[src/rtl/program_loader_pkg.sv]
// Shared definitions for the program loader: FSM state encoding.
package program_loader_pkg;

  typedef enum logic [2:0] {
    LdrIdle,
    LdrAddr,
    LdrWait,
    LdrData,
    LdrRelease
  } ldr_state_e;

endpackage

[src/rtl/program_loader.sv]
// Streams bytes into RAM over the shared bus while holding the CPU in reset,
// then releases it with a one-cycle restart pulse.
module program_loader #(
  parameter int unsigned DATA_W = 8,
  parameter int unsigned ADDR_W = 8
) (
  input  logic              clk,
  input  logic              reset,
  input  logic              start,
  input  logic [ADDR_W-1:0] base,
  input  logic [ADDR_W-1:0] len,
  input  logic [DATA_W-1:0] in_data,
  input  logic              in_valid,
  output logic              in_ready,
  output logic [DATA_W-1:0] bus_out,
  output logic              bus_oe,
  output logic              c_mi,
  output logic              c_ri,
  output logic              cpu_hold,
  output logic              cpu_restart,
  output logic              busy,
  output logic              done,
  output logic [DATA_W-1:0] checksum
);

  import program_loader_pkg::*;

  ldr_state_e        state_q, state_d;
  logic [ADDR_W-1:0] addr_q;
  logic [ADDR_W-1:0] count_q;
  logic [DATA_W-1:0] data_q;
  logic [DATA_W-1:0] checksum_q;
  logic              done_q;

  always_ff @(posedge clk or negedge reset) begin
    if (!reset) begin
      state_q <= LdrIdle;
    end else begin
      state_q <= state_d;
    end
  end

  always_comb begin
    state_d = state_q;
    unique case (state_q)
      LdrIdle:    if (start) state_d = LdrAddr;
      LdrAddr:    state_d = LdrWait;
      LdrWait:    if (in_valid) state_d = LdrData;
      // count holds the pre-decrement value here; a start count of 0 runs 2^ADDR_W bytes.
      LdrData:    state_d = (count_q == ADDR_W'(1)) ? LdrRelease : LdrAddr;
      LdrRelease: state_d = LdrIdle;
      default:    state_d = LdrIdle;
    endcase
  end

  always_ff @(posedge clk or negedge reset) begin
    if (!reset) begin
      addr_q     <= '0;
      count_q    <= '0;
      data_q     <= '0;
      checksum_q <= '0;
      done_q     <= 1'b0;
    end else begin
      unique case (state_q)
        LdrIdle: begin
          if (start) begin
            addr_q     <= base;
            count_q    <= len;
            checksum_q <= '0;
            done_q     <= 1'b0;
          end
        end
        LdrWait: begin
          if (in_valid) data_q <= in_data;
        end
        LdrData: begin
          checksum_q <= checksum_q + data_q;
          addr_q     <= addr_q + ADDR_W'(1);
          count_q    <= count_q - ADDR_W'(1);
        end
        LdrRelease: done_q <= 1'b1;
        default: ;
      endcase
    end
  end

  // Moore outputs: decoded from the registered state only.
  always_comb begin
    in_ready    = 1'b0;
    bus_out     = '0;
    bus_oe      = 1'b0;
    c_mi        = 1'b0;
    c_ri        = 1'b0;
    cpu_hold    = 1'b0;
    cpu_restart = 1'b0;
    busy        = 1'b1;
    unique case (state_q)
      LdrIdle: busy = 1'b0;
      LdrAddr: begin
        bus_oe   = 1'b1;
        bus_out  = DATA_W'(addr_q);
        c_mi     = 1'b1;
        cpu_hold = 1'b1;
      end
      LdrWait: begin
        in_ready = 1'b1;
        cpu_hold = 1'b1;
      end
      LdrData: begin
        bus_oe   = 1'b1;
        bus_out  = data_q;
        c_ri     = 1'b1;
        cpu_hold = 1'b1;
      end
      LdrRelease: cpu_restart = 1'b1;
      default: busy = 1'b0;
    endcase
  end

  assign done     = done_q;
  assign checksum = checksum_q;

endmodule

[config.mk]
export PLATFORM = sky130hd
export DESIGN_NAME = program_loader
export DESIGN_NICKNAME = d
export VERILOG_FILES = /design/src/rtl/program_loader_pkg.sv /design/src/rtl/program_loader.sv
export SDC_FILE = /design/constraint.sdc
export NUM_CORES = 1
export LEC_CHECK = 0
export CAP_MARGIN = 25
export CORE_MARGIN = 1
export CORE_UTILIZATION = 53
export DETAILED_ROUTE_END_ITERATION = 8
export GPL_ROUTABILITY_DRIVEN = 0
export PLACE_DENSITY = 0.89
export REMOVE_ABC_BUFFERS = 1
export SLEW_MARGIN = 20
export SYNTH_ARGS = -nofsm -noshare
export SYNTH_HDL_FRONTEND = slang
export SYNTH_SLANG_ARGS = --single-unit
[constraint.sdc]
create_clock -name clk -period 4.1 [get_ports clk]
set_input_delay 0.41 -clock clk [delete_from_list [all_inputs] [get_ports clk]]
set_output_delay 0.41 -clock clk [all_outputs]
set_load 0.1 [all_outputs]
# ---- After elaboration in Yosys (flattened, before gate mapping)
# Cells that the tools add are included.
dict set report classes {
  addsub 3
  eq_ne 7
  muxes 20
  reduce_logical 10
}
# operator n
set ops {}
lappend ops {{one-hot mux 8 bit (2 select lines)} 4}
lappend ops {{2-to-1 mux 8 bit} 3}
lappend ops {{one-hot mux 3 bit (4 select lines)} 1}
lappend ops {{2-to-1 mux 3 bit} 3}
lappend ops {{adder 8 x 1 -> 8 bit (second input constant)} 1}
lappend ops {{adder 8 bit} 1}
lappend ops {{== test 8 x 1 -> 1 bit (second input constant)} 1}
lappend ops {{2-to-1 mux 1 bit} 8}
lappend ops {{AND reduction 2 bit} 4}
lappend ops {{subtractor 8 x 1 -> 8 bit (second input constant)} 1}
lappend ops {{== test 3 x 2 -> 1 bit (second input constant)} 2}
lappend ops {{!= test 2 bit (second input constant)} 2}
lappend ops {{nonzero test 2 bit} 2}
lappend ops {{OR reduction 4 bit} 1}
lappend ops {{== test 3 x 1 -> 1 bit (second input constant)} 1}
lappend ops {{== test 3 bit (second input constant)} 1}
lappend ops {{zero test 3 bit} 1}
lappend ops {{OR reduction 3 bit} 1}
lappend ops {{one-hot mux 1 bit (2 select lines)} 1}
lappend ops {{OR reduction 2 bit} 1}
dict set report totals {
  ff_bits 36
  out_inout_bits 24
  elab_cells 46
}

# ---- Longest topological paths before layout
# Gate-level depths: netlist of the first run.
dict set report logic_depth {
  depth_word 3
  depth_mapped 8
  ltp_nobuf 7
}

# ---- Least setup slack after synthesis of the first run
# Ideal clock, no wire load.
dict set report synth_path {
  kind {register -> output}
  startpoint {reg state_q[1]}
  endpoint {out busy}
  t_arrival_ns 2.303
  slack_ns 1.387
  path_stages_with_launch 4
  cell_sequence {dfrtp_1 buf_4 nor2_4 xnor2_1}
}
dict set report synth_between {
  elab_chain_len 3
  elab_cells_between_ends 6
  cone_classes {eq/ne (4); mux (1); reduce/logical (1)}
}
# item line_no
set synth_lines {}
lappend synth_lines {{start: declaration} program_loader.sv:28} ;# ldr_state_e state_q, state_d;
lappend synth_lines {{start signal: assignment} program_loader.sv:37} ;# state_q <= LdrIdle;
lappend synth_lines {{start signal: assignment} program_loader.sv:39} ;# state_q <= state_d;
lappend synth_lines {{== test 3 x 2 -> 1 bit, or another cell as far along} program_loader.sv:97} ;# unique case (state_q)
lappend synth_lines {{OR reduction 4 bit (no line) (*)} --}
lappend synth_lines {{2-to-1 mux 1 bit (*)} program_loader.sv:97}
lappend synth_lines {{end: declaration} program_loader.sv:21} ;# output logic busy,
# Mark *: on every way between the ends. The rest lies on a longest branch, timed or not.

# ---- Worst setup path in the final report of the first run
dict set report layout_path {
  startpoint {reg state_q[1]}
  endpoint {out c_ri}
}
dict set report layout_between {
  elab_chain_len 2
}
# item line_no
set layout_lines {}
lappend layout_lines {{== test 3 x 2 -> 1 bit} program_loader.sv:97}
lappend layout_lines {{2-to-1 mux 1 bit} program_loader.sv:97}
lappend layout_lines {{end: declaration} program_loader.sv:18} ;# output logic c_ri,
# No other way between the ends.

==> flow_summary.yaml, run 1 <==
sta:
  fin_skew_ns: 0.00354
  final-setup-viol-count: 0
  slew-limit-headroom: 0.344
  drv_slew: 0
  hold_viol_final: 0
  rsz0062_at_grt: "false"
  fin_crit_sh: 0.791
  max_freq_ghz: 0.309
  final.setup.tns_ns: 0
  period_needed_ns: 3.24
  worstMarginPinSlew_ns: 0.980
worst_setup_path:
  slowest_stage: "clkdlybuf4s50_1"
  start_kind: "flop"
  cp-end-kind: "primary output"
  r2r_slack_ns: 1.94
  cp.arrival_ns: 2.83
  endpoint: "c_ri"
  cpPeakStageDelay_ns: 1.16
  crit_start: "state_q[1]$_DFFE_PN0P_"
  crit_path_max_fanout: 18
  critPathKind: "flop to primary output"
  reg2reg_to: "count_q[7]$_DFFE_PN0P_"
  cp.required_ns: 3.69
  cp_cell_sequence: "nand3b_4, clkinv_4, clkdlybuf4s50_1"
  r2r_start: "state_q[1]$_DFFE_PN0P_"
  worst_r2r_path_depth: 5
final_layout:
  antenna_cells: 0
  layout.nets: 309
  fill_cells: 282
  drive_above_1_share: 0.0996
  area.growth.synth_to_final_pct: 28.4
floorplanning:
  die_h_microns: 65.6
  rows: 22
  fp.dieArea_sq_um: 4310
  die_w_microns: 65.6
  core_sq_um: 3770
  pin_count: 52
  initial_utilization: 0.569
clock_tree:
  root_buffer: "clkbuf_8"
  tritoncts: "yes"
  clock_path_buffers: 2
  numCtsBuffers: 5
  post_cts_resized: 0
  postCtsHoldBufs: 0
  path_clk_slew_ns: 0.06
  htreeDepth: 2
  cts_setup_buffers: 0
  clock_latency_ns: 0.29
  cts.sinks: 36
synthesis:
  ys_seq_area_frac: 0.420
  yosys.area_share.adder: 0.0676
  yosysWarnings: 0
  synth_flop_cell: "dfrtp_1"
  synth_area_leader_cell: "dfrtp_1"
  synth_edf_count: 0
  synth-xor-area-share: 0.0204
  synth_top_family_by_area: "simple AND/OR/NAND/NOR gates"
  avgSynthCellArea_sq_um: 9.76
  synth-simple-area-share: 0.205
  netlist_top_cells_area: "dfrtp_1 42%, ha_1 5.8%, nor2_1 5.1%, mux2i_1 4.7%, mux2_2 4.2%"
  netlist-cell-type-count: 50
  ys_ff_latch: 36
  synth_compound_area_frac: 0.157
  synthCells: 220
  async_flop_share: 1.00
  netlist.area_leader.share: 0.420
  synthMuxAreaShare: 0.0886
  syn_area_sq_um: 2150
worst_hold_path:
  min_path_type: "flop to flop"
  hold_depth: 1
detailed_routing:
  wl_microns: 4910
  dr.pass1.iters: 4
  ant_nets: 0
  num_vias: 1839
  first_iter_violations: 171
  remaining_drc_errors: 0
  routedWlPerCell_microns: 15.4
  via_per_inst: 5.76
placement:
  numPortBuffers: 51
  post-dp-hpwl_microns: 3530
global_route:
  track_usage: 0.262
  overflow: 0
  grt_pass1_wl_microns: 8310
  antenna_found_initial: 0
  grt_max_degree: 37
  grt_pass1_vias: 1756
job:
  max_cap_viol_count: 0
status:
  status: "completed"
## state kept, by name, indices dropped and copies added (netlist names)
| register | cells |
|---|---|
| addr_q | 8 |
| checksum | 8 |
| count_q | 8 |
| data_q | 8 |
| state_q | 3 |
| done | 1 |
## critical path: cells and delay by family, from the launching register on
kind	cells	cell delay, ns
and+or+nand+nor	1	0.33
buffers and inverters	2	1.39
DFF	1	0.82
## synthesized netlist by cell type, types with 3 or more instances
| library cell | count |
|---|---|
| a211oi_1 | 4 |
| a21o_1 | 4 |
| a21oi_1 | 13 |
| a31oi_1 | 3 |
| buf_2 | 4 |
| dfrtp_1 | 36 |
| ha_1 | 10 |
| inv_1 | 4 |
| mux2_2 | 8 |
| mux2i_1 | 10 |
| nand2_1 | 23 |
| nand2b_1 | 3 |
| nand3_1 | 8 |
| nor2_1 | 29 |
| nor3_1 | 3 |
| o211ai_1 | 4 |
| o21ai_0 | 9 |
| xnor2_1 | 5 |
## worst min path at each step
stage                           startpoint                    end
after global placement    done$_DFFE_PN0P_       done$_DFFE_PN0P_
after detailed placement  done$_DFFE_PN0P_       done$_DFFE_PN0P_
after CTS                 done$_DFFE_PN0P_       done$_DFFE_PN0P_
after global routing      done$_DFFE_PN0P_       done$_DFFE_PN0P_
after floorplan                      reset  addr_q[0]$_DFFE_PN0P_
final                     done$_DFFE_PN0P_       done$_DFFE_PN0P_
## layout by cell type (no fill, tap or decap), types with 4 or more instances in the layout
cell             instances
clkdlybuf4s50_1         51
dfrtp_1                 36
nor2_1                  29
nand2_1                 23
a21oi_1                 13
mux2i_1                 10
ha_1                    10
o21ai_0                  9
mux2_2                   8
nand3_1                  8
clkbuf_8                 6
xnor2_1                  5
inv_1                    4
a21o_1                   4
o211ai_1                 4
a211oi_1                 4
## stage by stage
step | setup slack (ns) | util | hold slack (ns) | instance area, sq um | cells
2_1_floorplan | 1.10 | - | 0.114 | 2080 | 210
3_3_place_gp | 1.22 | 0.707 | 0.465 | 2670 | 311
3_5_place_dp | 1.17 | 0.707 | 0.475 | 2670 | 311
4_1_cts | 0.849 | 0.731 | 0.491 | 2760 | 319
5_1_grt | 0.742 | 0.731 | 0.503 | 2760 | 319
6_report | 0.859 | 0.731 | 0.485 | 2760 | 319
## metal layers
layer,vias up,share of wire,routed length [microns],global-route usage
met4,0,0.019,91,0.122
met2,65,0.48,2370,0.392
met1,871,0.43,2130,0.351
li1,892,-,-,-
met3,11,0.065,317,0.0712
met5,-,0,0,0
## cell families after synthesis
logic type,count (synthesis)
buffers and inverters,15
adders and majority gates,11
AOI/OAI and AO/OA,51
muxes,18
DFF,36
and+or+nand+nor,84
xor gates and xnor gates,5
## cell type report
class	instances	area, sq um	share of cell area
multi-input combinational	169	1160	0.420
inverter	5	23.8	0.00862
clock buffer	8	90.1	0.0327
tap	48	60.1	0.0218
sequential	36	901	0.327
timing repair buffer	53	526	0.191
Power of run 1 is not shown: default switching activity piles up to over one toggle a cycle in this logic, so the estimate is an artifact.
==> inputs of run 2 (changes only) <==
--- a/config.mk
+++ b/config.mk
@@ -7,10 +7,10 @@
 export LEC_CHECK = 0
 export CAP_MARGIN = 25
 export CORE_MARGIN = 1
-export CORE_UTILIZATION = 53
+export CORE_UTILIZATION = 50
 export DETAILED_ROUTE_END_ITERATION = 8
 export GPL_ROUTABILITY_DRIVEN = 0
-export PLACE_DENSITY = 0.89
+export PLACE_DENSITY = 0.85
 export REMOVE_ABC_BUFFERS = 1
 export SLEW_MARGIN = 20
 export SYNTH_ARGS = -nofsm -noshare
==> constraint.sdc (replaced) <==
create_clock -name clk -period 3.2 [get_ports clk]
set_input_delay 0.32 -clock clk [delete_from_list [all_inputs] [get_ports clk]]
set_output_delay 0.32 -clock clk [all_outputs]
set_load 0.1 [all_outputs]
==> run 2 against run 1 <==
  * Global-route usage shrank 3.1 points
  * Clock skew is essentially flat
  * Register-to-register slack lost 0.84 ns
  * Final area shrank 1.3%
  * Utilization shrank 6.0 points
  * Die area grew 5.8%
  * Largest cell class unchanged
  * Highest routed layer unchanged
==> flow_summary.yaml, run 2 (same netlist as run 1, synthesis figures left out) <==
detailed_routing:
  remaining_drc_errors: 0
  dr.pass1.iters: 4
  ant_nets: 0
  num_vias: 1831
  wl_microns: 4670
  via_per_inst: 5.70
  first_iter_violations: 144
  routedWlPerCell_microns: 14.6
global_route:
  track_usage: 0.231
  overflow: 0
  grt.busiest_layer: "met2"
  grt_pass1_vias: 1605
  met3_usage: 0.0405
  grt_pass1_wl_microns: 7760
  use_met1: 0.330
  grt_max_degree: 37
  grt.met2_usage: 0.349
  antenna_found_initial: 0
clock_tree:
  cts_setup_buffers: 0
  cts.sinks: 36
  tritoncts: "yes"
  numCtsBuffers: 5
  root_buffer: "clkbuf_8"
  path_clk_slew_ns: 0.07
  postCtsHoldBufs: 0
  clock_path_buffers: 2
  clock_latency_ns: 0.29
  htreeDepth: 2
  post_cts_resized: 0
placement:
  post-dp-hpwl_microns: 3400
  place_ws_ns: 1.09
  place_area_sq_um: 2630
  numPortBuffers: 51
worst_setup_path:
  cp.arrival_ns: 1.98
  cp.required_ns: 2.88
  crit_path_max_fanout: 18
  cp-end-kind: "primary output"
  start_kind: "flop"
  critPathKind: "flop to primary output"
sta:
  slew-limit-headroom: 0.357
  setup_ws_ns: 0.897
  max_freq_ghz: 0.434
  hold_viol_final: 0
  rsz0062_at_grt: "false"
  hold_ws_ns: 0.440
  final-setup-viol-count: 0
  fin_skew_ns: 0.00354
  final.setup.tns_ns: 0
  fin_crit_sh: 0.720
  worstMarginPinSlew_ns: 0.962
  drv_slew: 0
  period_needed_ns: 2.30
job:
  max_cap_viol_count: 0
floorplanning:
  initial_utilization: 0.529
  fp.dieArea_sq_um: 4560
  core_sq_um: 4060
  pin_count: 52
  die_h_microns: 67.5
  die_w_microns: 67.5
  rows: 23
final_layout:
  antenna_cells: 0
  final_cell_area_sq_um: 2720
  drive_above_1_share: 0.155
  fill_cells: 327
  area.growth.synth_to_final_pct: 26.8
  most-common-layout-cells: "36 x dfrtp_1, 36 x clkdlybuf4s50_1, 29 x nor2_1, 23 x nand2_1, 17 x buf_4"
  layout.nets: 309
status:
  status: "completed"
worst_hold_path:
  min_path_type: "primary input to async pin"
[run 2: cell types whose count changed in the layout (fill, tap and decap cells not counted)]
cell             before  now
buf_4                 2   17
clkdlybuf4s50_1      51   36
[run 2: worst paths after layout]
kind	endpoint	depth (start not counted)	slack (ns)	from
max	c_ri	3	0.90	state_q[1]$_DFFE_PN0P_
min	count_q[5]$_DFFE_PN0P_	2	0.44	reset
max reg2reg	count_q[7]$_DFFE_PN0P_	5	1.10	state_q[1]$_DFFE_PN0P_
min reg2reg	done$_DFFE_PN0P_	1	0.47	done$_DFFE_PN0P_
max in group asynchronous	state_q[0]$_DFFE_PN0P_	2	2.43	reset
min in group clk	done$_DFFE_PN0P_	1	0.47	done$_DFFE_PN0P_
[run 2: cell type report]
class                   count  area [sq um]  area share
flip-flops and latches     36           901       0.331
multi-input cells         169          1160       0.425
repair buffers             53           488       0.179
inverters                   5          23.8     0.00873
well taps                  50          62.6      0.0230
clock buffers               8          90.1      0.0331
[run 2: routing by layer]
layer  vias up  wire length [microns]
met2        56                   2130
met1       878                   2260
met4         0                     67
li1        890                      -
met5         -                      0
met3         7                    215
[run 2: per-stage QoR]
step,util,instances
5_1_grt,0.671,321
6_report,0.671,321
2_1_floorplan,-,210
3_3_place_gp,0.649,313
3_5_place_dp,0.649,313
4_1_cts,0.671,321
[run 2: critical path: stages, from the launching register on]
cell and delay [ns]:
dfrtp_1 0.82, nand3b_4 0.32, clkinv_4 0.23, buf_4 0.32
Power of run 2 is left out for the same reason.
